### src/rtl/wb_timer_if.sv
// Wishbone B3 classic bus bundle between the intercon (master) and the timer slave.
interface wb_timer_if;
  logic [4:0]  adr;
  logic [31:0] wdat;
  logic [3:0]  sel;
  logic        we;
  logic        cyc;
  logic        stb;
  logic [31:0] rdat;
  logic        ack;
  logic        err;

  modport master (output adr, wdat, sel, we, cyc, stb, input rdat, ack, err);
  modport slave  (input adr, wdat, sel, we, cyc, stb, output rdat, ack, err);
endinterface

### src/rtl/wb_timer.sv
// Wishbone slave timer: prescaled 64-bit up-counter, compare, auto-reload, level irq.
// Optional one-shot mode (CTRL[3]) is built only when WB_TIMER_ONESHOT_EN is defined.
module wb_timer #(
  parameter int PRESCALE_W = 16
) (
  input  logic      wb_clk_i,
  input  logic      wb_rst_i,
  wb_timer_if.slave wb,
  output logic      irq_o
);
`ifdef WB_TIMER_ONESHOT_EN
  localparam int CTRL_W = 4;
`else
  localparam int CTRL_W = 3;
`endif

  typedef enum logic [2:0] {
    REG_CTRL     = 3'd0,
    REG_PRESCALE = 3'd1,
    REG_COUNT_LO = 3'd2,
    REG_COUNT_HI = 3'd3,
    REG_CMP_LO   = 3'd4,
    REG_CMP_HI   = 3'd5,
    REG_STATUS   = 3'd6,
    REG_RSVD     = 3'd7
  } reg_e;

  logic [CTRL_W-1:0]     ctrl_q, ctrl_d;
  logic [PRESCALE_W-1:0] prescale_q, prescale_d;
  logic [PRESCALE_W-1:0] psc_q, psc_d;
  logic [63:0]           count_q, count_d;
  logic [63:0]           cmp_q, cmp_d;
  logic                  pending_q, pending_d;
  logic [31:0]           hi_shadow_q, hi_shadow_d;
  logic                  ack_q, ack_d;
  logic [31:0]           dat_q, dat_d;

  reg_e                  reg_sel;
  logic                  access, wr_en, rd_en, tick, match, unused_adr;
  logic [31:0]           rd_val, wr_old, wr_val;
  logic [PRESCALE_W-1:0] prescale_new;

  function automatic logic [31:0] byte_merge(input logic [31:0] old_v,
                                             input logic [31:0] new_v,
                                             input logic [3:0]  sel);
    logic [31:0] res;
    res = old_v;
    for (int b = 0; b < 4; b++)
      if (sel[b]) res[8*b +: 8] = new_v[8*b +: 8];
    return res;
  endfunction

  assign reg_sel    = reg_e'(wb.adr[4:2]);
  assign unused_adr = ^wb.adr[1:0];
  assign access     = wb.cyc & wb.stb & ~ack_q;
  assign wr_en      = access & wb.we;
  assign rd_en      = access & ~wb.we;
  assign tick       = ctrl_q[0] & (psc_q == prescale_q);
  assign match      = tick & (count_q == cmp_q);

  always_comb begin
    rd_val = '0;
    case (reg_sel)
      REG_CTRL:     rd_val = 32'(ctrl_q);
      REG_PRESCALE: rd_val = 32'(prescale_q);
      REG_COUNT_LO: rd_val = count_q[31:0];
      REG_COUNT_HI: rd_val = hi_shadow_q;
      REG_CMP_LO:   rd_val = cmp_q[31:0];
      REG_CMP_HI:   rd_val = cmp_q[63:32];
      REG_STATUS:   rd_val = {31'd0, pending_q};
      default:      rd_val = '0;
    endcase
  end

  // Partial-lane writes to COUNT_HI merge into the live count, not the read shadow.
  assign wr_old       = (reg_sel == REG_COUNT_HI) ? count_q[63:32] : rd_val;
  assign wr_val       = byte_merge(wr_old, wb.wdat, wb.sel);
  assign prescale_new = wr_val[PRESCALE_W-1:0];

  always_comb begin
    ctrl_d      = ctrl_q;
    prescale_d  = prescale_q;
    psc_d       = psc_q;
    count_d     = count_q;
    cmp_d       = cmp_q;
    pending_d   = pending_q;
    hi_shadow_d = hi_shadow_q;
    ack_d       = access;
    dat_d       = dat_q;

    if (ctrl_q[0]) psc_d = tick ? '0 : psc_q + PRESCALE_W'(1);
    if (tick) count_d = (match && ctrl_q[1]) ? 64'd0 : count_q + 64'd1;

    if (rd_en) begin
      dat_d = rd_val;
      if (reg_sel == REG_COUNT_LO) hi_shadow_d = count_q[63:32];
    end

    if (wr_en) begin
      case (reg_sel)
        REG_CTRL:     ctrl_d = wr_val[CTRL_W-1:0];
        REG_PRESCALE: begin
          prescale_d = prescale_new;
          if (prescale_new < psc_q) psc_d = '0;
        end
        REG_COUNT_LO: begin
          count_d = {count_q[63:32], wr_val};
          psc_d   = '0;
        end
        REG_COUNT_HI: begin
          count_d = {wr_val, count_q[31:0]};
          psc_d   = '0;
        end
        REG_CMP_LO:   cmp_d = {cmp_q[63:32], wr_val};
        REG_CMP_HI:   cmp_d = {wr_val, cmp_q[31:0]};
        REG_STATUS:   if (wb.sel[0] && wb.wdat[0]) pending_d = 1'b0;
        default:      ;
      endcase
    end

    // A new match overrides a same-cycle clear so no event is lost.
    if (match) pending_d = 1'b1;
`ifdef WB_TIMER_ONESHOT_EN
    if (match && ctrl_q[3]) ctrl_d[0] = 1'b0;
`endif
  end

  always_ff @(posedge wb_clk_i) begin
    if (wb_rst_i) begin
      ctrl_q      <= '0;
      prescale_q  <= '0;
      psc_q       <= '0;
      count_q     <= '0;
      cmp_q       <= '1;
      pending_q   <= 1'b0;
      hi_shadow_q <= '0;
      ack_q       <= 1'b0;
      dat_q       <= '0;
    end else begin
      ctrl_q      <= ctrl_d;
      prescale_q  <= prescale_d;
      psc_q       <= psc_d;
      count_q     <= count_d;
      cmp_q       <= cmp_d;
      pending_q   <= pending_d;
      hi_shadow_q <= hi_shadow_d;
      ack_q       <= ack_d;
      dat_q       <= dat_d;
    end
  end

  assign wb.ack  = ack_q;
  assign wb.rdat = dat_q;
  assign wb.err  = 1'b0;
  assign irq_o   = pending_q & ctrl_q[2];
endmodule

### src/flat_wrapper.sv
// flat-port wrapper written by rule: the top's interface ports become plain ports
module wb_timer_flat 
#(
  parameter int PRESCALE_W = 16
)
  (wb_clk_i, wb_rst_i, irq_o, wb_adr, wb_wdat, wb_sel, wb_we, wb_cyc, wb_stb, wb_rdat, wb_ack, wb_err);
  wb_timer_if wb_i ();
  input  logic wb_clk_i;
  input  logic wb_rst_i;
  output logic irq_o;
  input wire logic [$bits(wb_i.adr)-1:0] wb_adr;
  input wire logic [$bits(wb_i.wdat)-1:0] wb_wdat;
  input wire logic [$bits(wb_i.sel)-1:0] wb_sel;
  input wire logic [$bits(wb_i.we)-1:0] wb_we;
  input wire logic [$bits(wb_i.cyc)-1:0] wb_cyc;
  input wire logic [$bits(wb_i.stb)-1:0] wb_stb;
  output wire logic [$bits(wb_i.rdat)-1:0] wb_rdat;
  output wire logic [$bits(wb_i.ack)-1:0] wb_ack;
  output wire logic [$bits(wb_i.err)-1:0] wb_err;
  assign wb_i.adr = wb_adr;
  assign wb_i.wdat = wb_wdat;
  assign wb_i.sel = wb_sel;
  assign wb_i.we = wb_we;
  assign wb_i.cyc = wb_cyc;
  assign wb_i.stb = wb_stb;
  assign wb_rdat = wb_i.rdat;
  assign wb_ack = wb_i.ack;
  assign wb_err = wb_i.err;
  wb_timer #(.PRESCALE_W(PRESCALE_W)) u_core (.wb_clk_i(wb_clk_i), .wb_rst_i(wb_rst_i), .wb(wb_i), .irq_o(irq_o));
endmodule
### config.mk
export PLATFORM = sky130hd
export DESIGN_NAME = wb_timer_flat
export DESIGN_NICKNAME = d
export VERILOG_FILES = /design/src/rtl/wb_timer_if.sv /design/src/rtl/wb_timer.sv /design/src/flat_wrapper.sv
export SDC_FILE = /design/constraint.sdc
export NUM_CORES = 1
export LEC_CHECK = 0
export ABC_AREA = 1
export BUFFER_PORTS_ARGS = -buffer_cell sky130_fd_sc_hd__buf_2
export CORE_ASPECT_RATIO = 1.75
export CORE_MARGIN = 2
export CORE_UTILIZATION = 30
export DETAILED_ROUTE_END_ITERATION = 6
export PLACE_DENSITY = 0.47
export SLEW_MARGIN = 10
export SYNTH_ARGS = -nofsm -noshare
export SYNTH_HDL_FRONTEND = slang
export SYNTH_SLANG_ARGS = --single-unit
### constraint.sdc
create_clock -name wb_clk_i -period 3.1 [get_ports wb_clk_i]
set_clock_uncertainty 0.15 [all_clocks]
set_input_delay 0.155 -clock wb_clk_i [delete_from_list [all_inputs] [get_ports wb_clk_i]]
set_output_delay 0.155 -clock wb_clk_i [all_outputs]
set_load 0.05 [all_outputs]
## After elaboration in Yosys (flattened, before gate mapping)

Cells that the tools add are included.

- Logic and storage cells: 68
- Output and inout bits: 35
- Register bits: 229
- Input bits: 46

- Eq/ne operators: 10
- Multiplexer cells: 20
- Add/subtract/negate cells: 2
- Bitwise operators: 11
- Magnitude comparators: 1
- Reduce and logical (&&, ||, !) cells: 13

Operator list:

| operator | number |
|---|---|
| one-hot mux 64 bit (2 select lines) | 2 |
| one-hot mux 32 bit (7 select lines) | 1 |
| 2-to-1 mux 64 bit | 3 |
| adder 64 x 1 -> 64 bit (second input constant) | 1 |
| == test 64 bit | 1 |
| 2-to-1 mux 16 bit | 4 |
| 2-to-1 mux 32 bit | 1 |
| 2-to-1 mux 8 bit | 4 |
| one-hot mux 16 bit (2 select lines) | 1 |
| adder 16 x 1 -> 16 bit (second input constant) | 1 |
| == test 16 bit | 1 |
| less-than comparator 16 bit | 1 |
| == test 3 bit (second input constant) | 3 |
| AND reduction 3 bit | 3 |
| AND 1 bit | 7 |
| == test 3 x 2 -> 1 bit (second input constant) | 2 |
| AND reduction 2 bit | 3 |
| nonzero test 2 bit | 3 |
| 2-to-1 mux 1 bit | 4 |
| != test 2 bit (second input constant) | 2 |
| inverter 1 bit | 4 |
| == test 3 x 1 -> 1 bit (second input constant) | 1 |
| logical NOT 3 bit | 1 |
| logical AND 1 bit | 2 |
| OR reduction 2 bit | 1 |

## Logic depth before layout (Yosys ltp)

- Depth in word-level cells: 8
- Gate-level depth with buffers: 25
- Depth with buffers taken out: 22

## Worst setup path after synthesis

No wires, ideal clock.

- Kind: input to register
- Start point: input wb_adr[3]
- End point: register u_core.psc_q[0]
- Buffers on the path: 3
- Setup time: 0.128 ns
- Data required time: 2.822 ns
- Arrival time: 2.527 ns
- Stages on the path: 18
- Slack: 0.295 ns
- Cells stage by stage: buf_2 inv_1 nand3_1 buf_2 o22ai_1 a211oi_1 nand2_1 o21ai_0 a21oi_2 ha_1 a21oi_1 nor2_1 a211oi_1 o221a_2 nand2_1 nand2_1 buf_2 a21oi_1

- Cells in the longest elaborated chain, start to end: 8
- Elaborated cells on any way between the ends: 16
- Classes of those cells: order compare (1); eq/ne (6); mux (7); reduce/logical (2)

RTL lines:

| element | line | RTL |
|---|---|---|
| start: declaration | flat_wrapper.sv:11 | `input wire logic [$bits(wb_i.adr)-1:0] wb_adr;` |
| == test 3 bit, or another cell as far along | wb_timer.sv:63 | `case (reg_sel)` |
| one-hot mux 32 bit (7 select lines) | wb_timer.sv:63 |  |
| 2-to-1 mux 32 bit * | wb_timer.sv:76 | `assign wr_old = (reg_sel == REG_COUNT_HI) ? count_q[63:32] : rd_val;` |
| 2-to-1 mux 8 bit * | wb_timer.sv:49 | `if (sel[b]) res[8*b +: 8] = new_v[8*b +: 8];` |
| via u_core.prescale_new[9] | wb_timer.sv:41 | `logic [PRESCALE_W-1:0] prescale_new;` |
| less-than comparator 16 bit * | wb_timer.sv:104 | `if (prescale_new < psc_q) psc_d = '0;` |
| 2-to-1 mux 16 bit * | wb_timer.sv:104 |  |
| one-hot mux 16 bit (2 select lines) * | wb_timer.sv:100 | `case (reg_sel)` |
| 2-to-1 mux 16 bit * | wb_timer.sv:99 | `if (wr_en) begin` |
| end signal: assignment | wb_timer.sv:142 | `psc_q <= psc_d;` |
| end: declaration | wb_timer.sv:30 | `logic [PRESCALE_W-1:0] psc_q, psc_d;` |

Mark *: on every way through the listed nets, which the timed path passes. The rest lies on a longest branch.
A chain may end at the register's enable or synchronous reset.

## Worst setup path after layout

- Start point: input wb_stb
- End point: register u_core.cmp_q[53]

- Cells in the longest elaborated chain, start to end: 4

RTL lines:

| element | line | RTL |
|---|---|---|
| start: declaration | flat_wrapper.sv:16 | `input wire logic [$bits(wb_i.stb)-1:0] wb_stb;` |
| AND 1 bit (2 in a row) | wb_timer.sv:55 | `assign access = wb.cyc & wb.stb & ~ack_q;` |
| AND 1 bit | wb_timer.sv:56 | `assign wr_en = access & wb.we;` |
| AND reduction 3 bit (no line) | n/a |  |
| end signal: assignment | wb_timer.sv:144 | `cmp_q <= cmp_d;` |
| end: declaration | wb_timer.sv:32 | `logic [63:0] cmp_q, cmp_d;` |

No other way between the ends.

==> metrics <==
status completed; CTS tree yes; Lkg Pwr 0.007529 µW; Seq/Total Area, Yosys 31.68%; cell area after synthesis 14470 µm²; clk buf depth 3; Max Freq 344.0 MHz; vias 16470; post-route cell area 18010 µm²; CTS Root Cell clkbuf_16; Total Wirelength 74110 µm; CORE AREA 47750 µm²; initial antenna violation count 0; top layer reached by signal wires met4; Max-Cap Viols 0; Post-Synth Simple-Gate Area 30.92%; Avg Cell Area, Syn 6.352 µm²; total global routing overflow 0; dpl cell area 16690 µm²; Final min period 2.907 ns; Final Wtd Congestion 1.037; Slew @ Worst Pin 0.7344 ns; Async SR Flop Fraction 0%; commonest non-fill, non-tap cell in the layout nand2_1; Worst VDD drop 0.3476 mV; share of post-route cells with drive strength above 1 16.43%; Area Overhead vs Synth 24.44%; post-route ant nets 0; die width 170.0 µm; PnR worst setup slack 0.1927 ns; compound-gate portion of the synthesized area 21.67%; Sink Count 229; CP endpoint kind flop; Unique masters post-synth 55; Final setup violation count 0; setup slack, reg-to-reg 0.22 ns; H-tree depth 1; critical path launch point wb_stb; WL met1 24980 µm; Starting Density 30.31%; largest net degree at the start of global routing 66; DRC viols 0; most used flip-flop cell after synthesis dfxtp_1; largest family of logic cells by synthesized area simple AND/OR/NAND/NOR gates; total iterations of the first detailed-routing run 7; Inserted Diodes 0; die height 294.5 µm; Hold Path Origin wb_wdat[7]; clk slew on worst S/H paths 0.07 ns; FF+latch count, synth 229; Adder-Cell Fraction of Synth Area 1.470%; Inserted Clock Buffers 26; vias per inst 5.298; mux cell area share after synthesis 0%; DR WL met3 2716 µm; Synth Area in XOR/XNOR 4.297%; Synth Net Count 2341; port bufs 77; fin. max-slew vios 0; Hold Crit Class in2reg; per-cell routed wire length 23.85 µm; WP data arrival 3.23 ns; Die ar. 50080 µm²; row count 106; vias in the first global route 16120; hpwl dp 58990 µm; Setup WS pre-CTS 0.06075 ns; crit-path max FO 41; final hold violations 0; Tot Pwr 7444 µW; yosys warns 0; EDFF count, synth 0; commonest non-fill, non-tap cells in the layout nand2_1 (574), o21ai_0 (251), dfxtp_1 (229); total track usage 29.27%; Power Density 413.4 nW/µm²; worst reg2reg startpoint u_core.psc_q[13]; Final Cycle Share 93.79%; Met2 Routed Length 38060 µm; 1st-iter DRT viols 1097; Worst-Skew Late Latency 0.59 ns; fin nets 2558; Boundary Pins 81; global-route wire length before repair 106800 µm; Mapped Cells 2278; Worst setup SP type primary input; Worst slew margin 50.98%; CP required 3.43 ns; WS Path Type in2reg
[cell type report]
type	instances	area, µm²
sequential	229	4584
inverter	250	948.4
clock inverter	17	214.0
fill	5248	29740
timing repair buffer	300	2288
clock buffer	30	685.7
tap	594	743.2
multi-input combinational	1688	8542
[routing by layer]
layer	up-vias	global-route usage, %
met5	-	0
met4	0	27.12
met3	242	2.927
met2	530	54.23
met1	7734	28.01
li1	7959	-
[worst paths after layout]
kind	cells after the start	end
max	12	u_core.cmp_q[53]
min	6	u_core.cmp_q[39]
max reg2reg	13	u_core.count_q[6]
min reg2reg	2	u_core.hi_shadow_q[28]
[synthesized netlist by cell type, types with 5 or more instances]
library cell  count  area [µm²]
nand2_1         576        2162
o21ai_0         251        1256
nor2_1          232       870.8
dfxtp_1         229        4584
inv_1           217       814.5
a21oi_1         164       820.8
nand3_1          92       460.4
clkbuf_1         74       277.8
xor2_1           69       604.3
o211ai_1         48       360.4
nor3_1           41       205.2
nand4_1          39       244.0
inv_2            27       101.4
o22ai_1          23       143.9
buf_2            22       110.1
a211oi_1         21       157.7
ha_1             17       212.7
a31oi_1          15       93.84
nor2_2           14       87.58
nor2_4           11       123.9
o21a_1            9       67.56
nor4_1            8       50.05
a21oi_2           7       61.31
buf_4             6       45.04
o21ai_1           6       30.03
clkbuf_2          5       25.02
o31ai_1           5       37.54
[power breakdown]
part / switching [µW] / total (µW) / internal (µW)
clock network: 1470 / 3400 / 1930
registers: 52.6 / 3050 / 3000
logic: 659 / 993 / 334
[cells by family after synthesis]
kind of cell    count (synthesis)
xor+xnor                       71
compound gates                561
buf+inv                       362
other cells                     1
fa+ha+maj                      17
flops                         229
simple gates                 1037
[flip-flops by register name (all words and copies together) (netlist names)]
register	flops
u_core.wb.rdat	32
u_core.cmp_q	64
u_core.ctrl_q	3
u_core.wb.ack	1
u_core.psc_q	16
u_core.hi_shadow_q	32
u_core.count_q	64
u_core.prescale_q	16
u_core.pending_q	1
[repair_timing]
action | 4_1_cts | 5_1_grt
gates resized for setup | 0 | 14
endpoints found under the hold margin | 87 | 0
setup endpoints to repair | 0 | 18
hold buffers | 34 | 0
setup buffers | 0 | 1
[stage by stage]
step           TNS (ns)  hold slack [ns]  utilization [%]  std cells
2_1_floorplan         0           0.1959                -       2278
6_report              0          0.03860            37.71       3108
3_5_place_dp          0           0.3401            34.96       3025
5_1_grt        -0.05237          0.05703            37.71       3108
4_1_cts               0          0.02051            37.56       3106
3_3_place_gp          0           0.3348            34.96       3025
[critical path, stage by stage]
cell	delay, ns
dlygate4sd3_1	0.52
buf_2	0.09
nand2_1	0.04
dlygate4sd3_1	0.55
nor2_1	0.08
inv_1	0.09
nor2_2	0.13
inv_2	0.20
nor2_4	0.14
buf_4	0.47
o211ai_1	0.14
dlygate4sd3_1	0.58
Power figures use the tool's default switching activity.
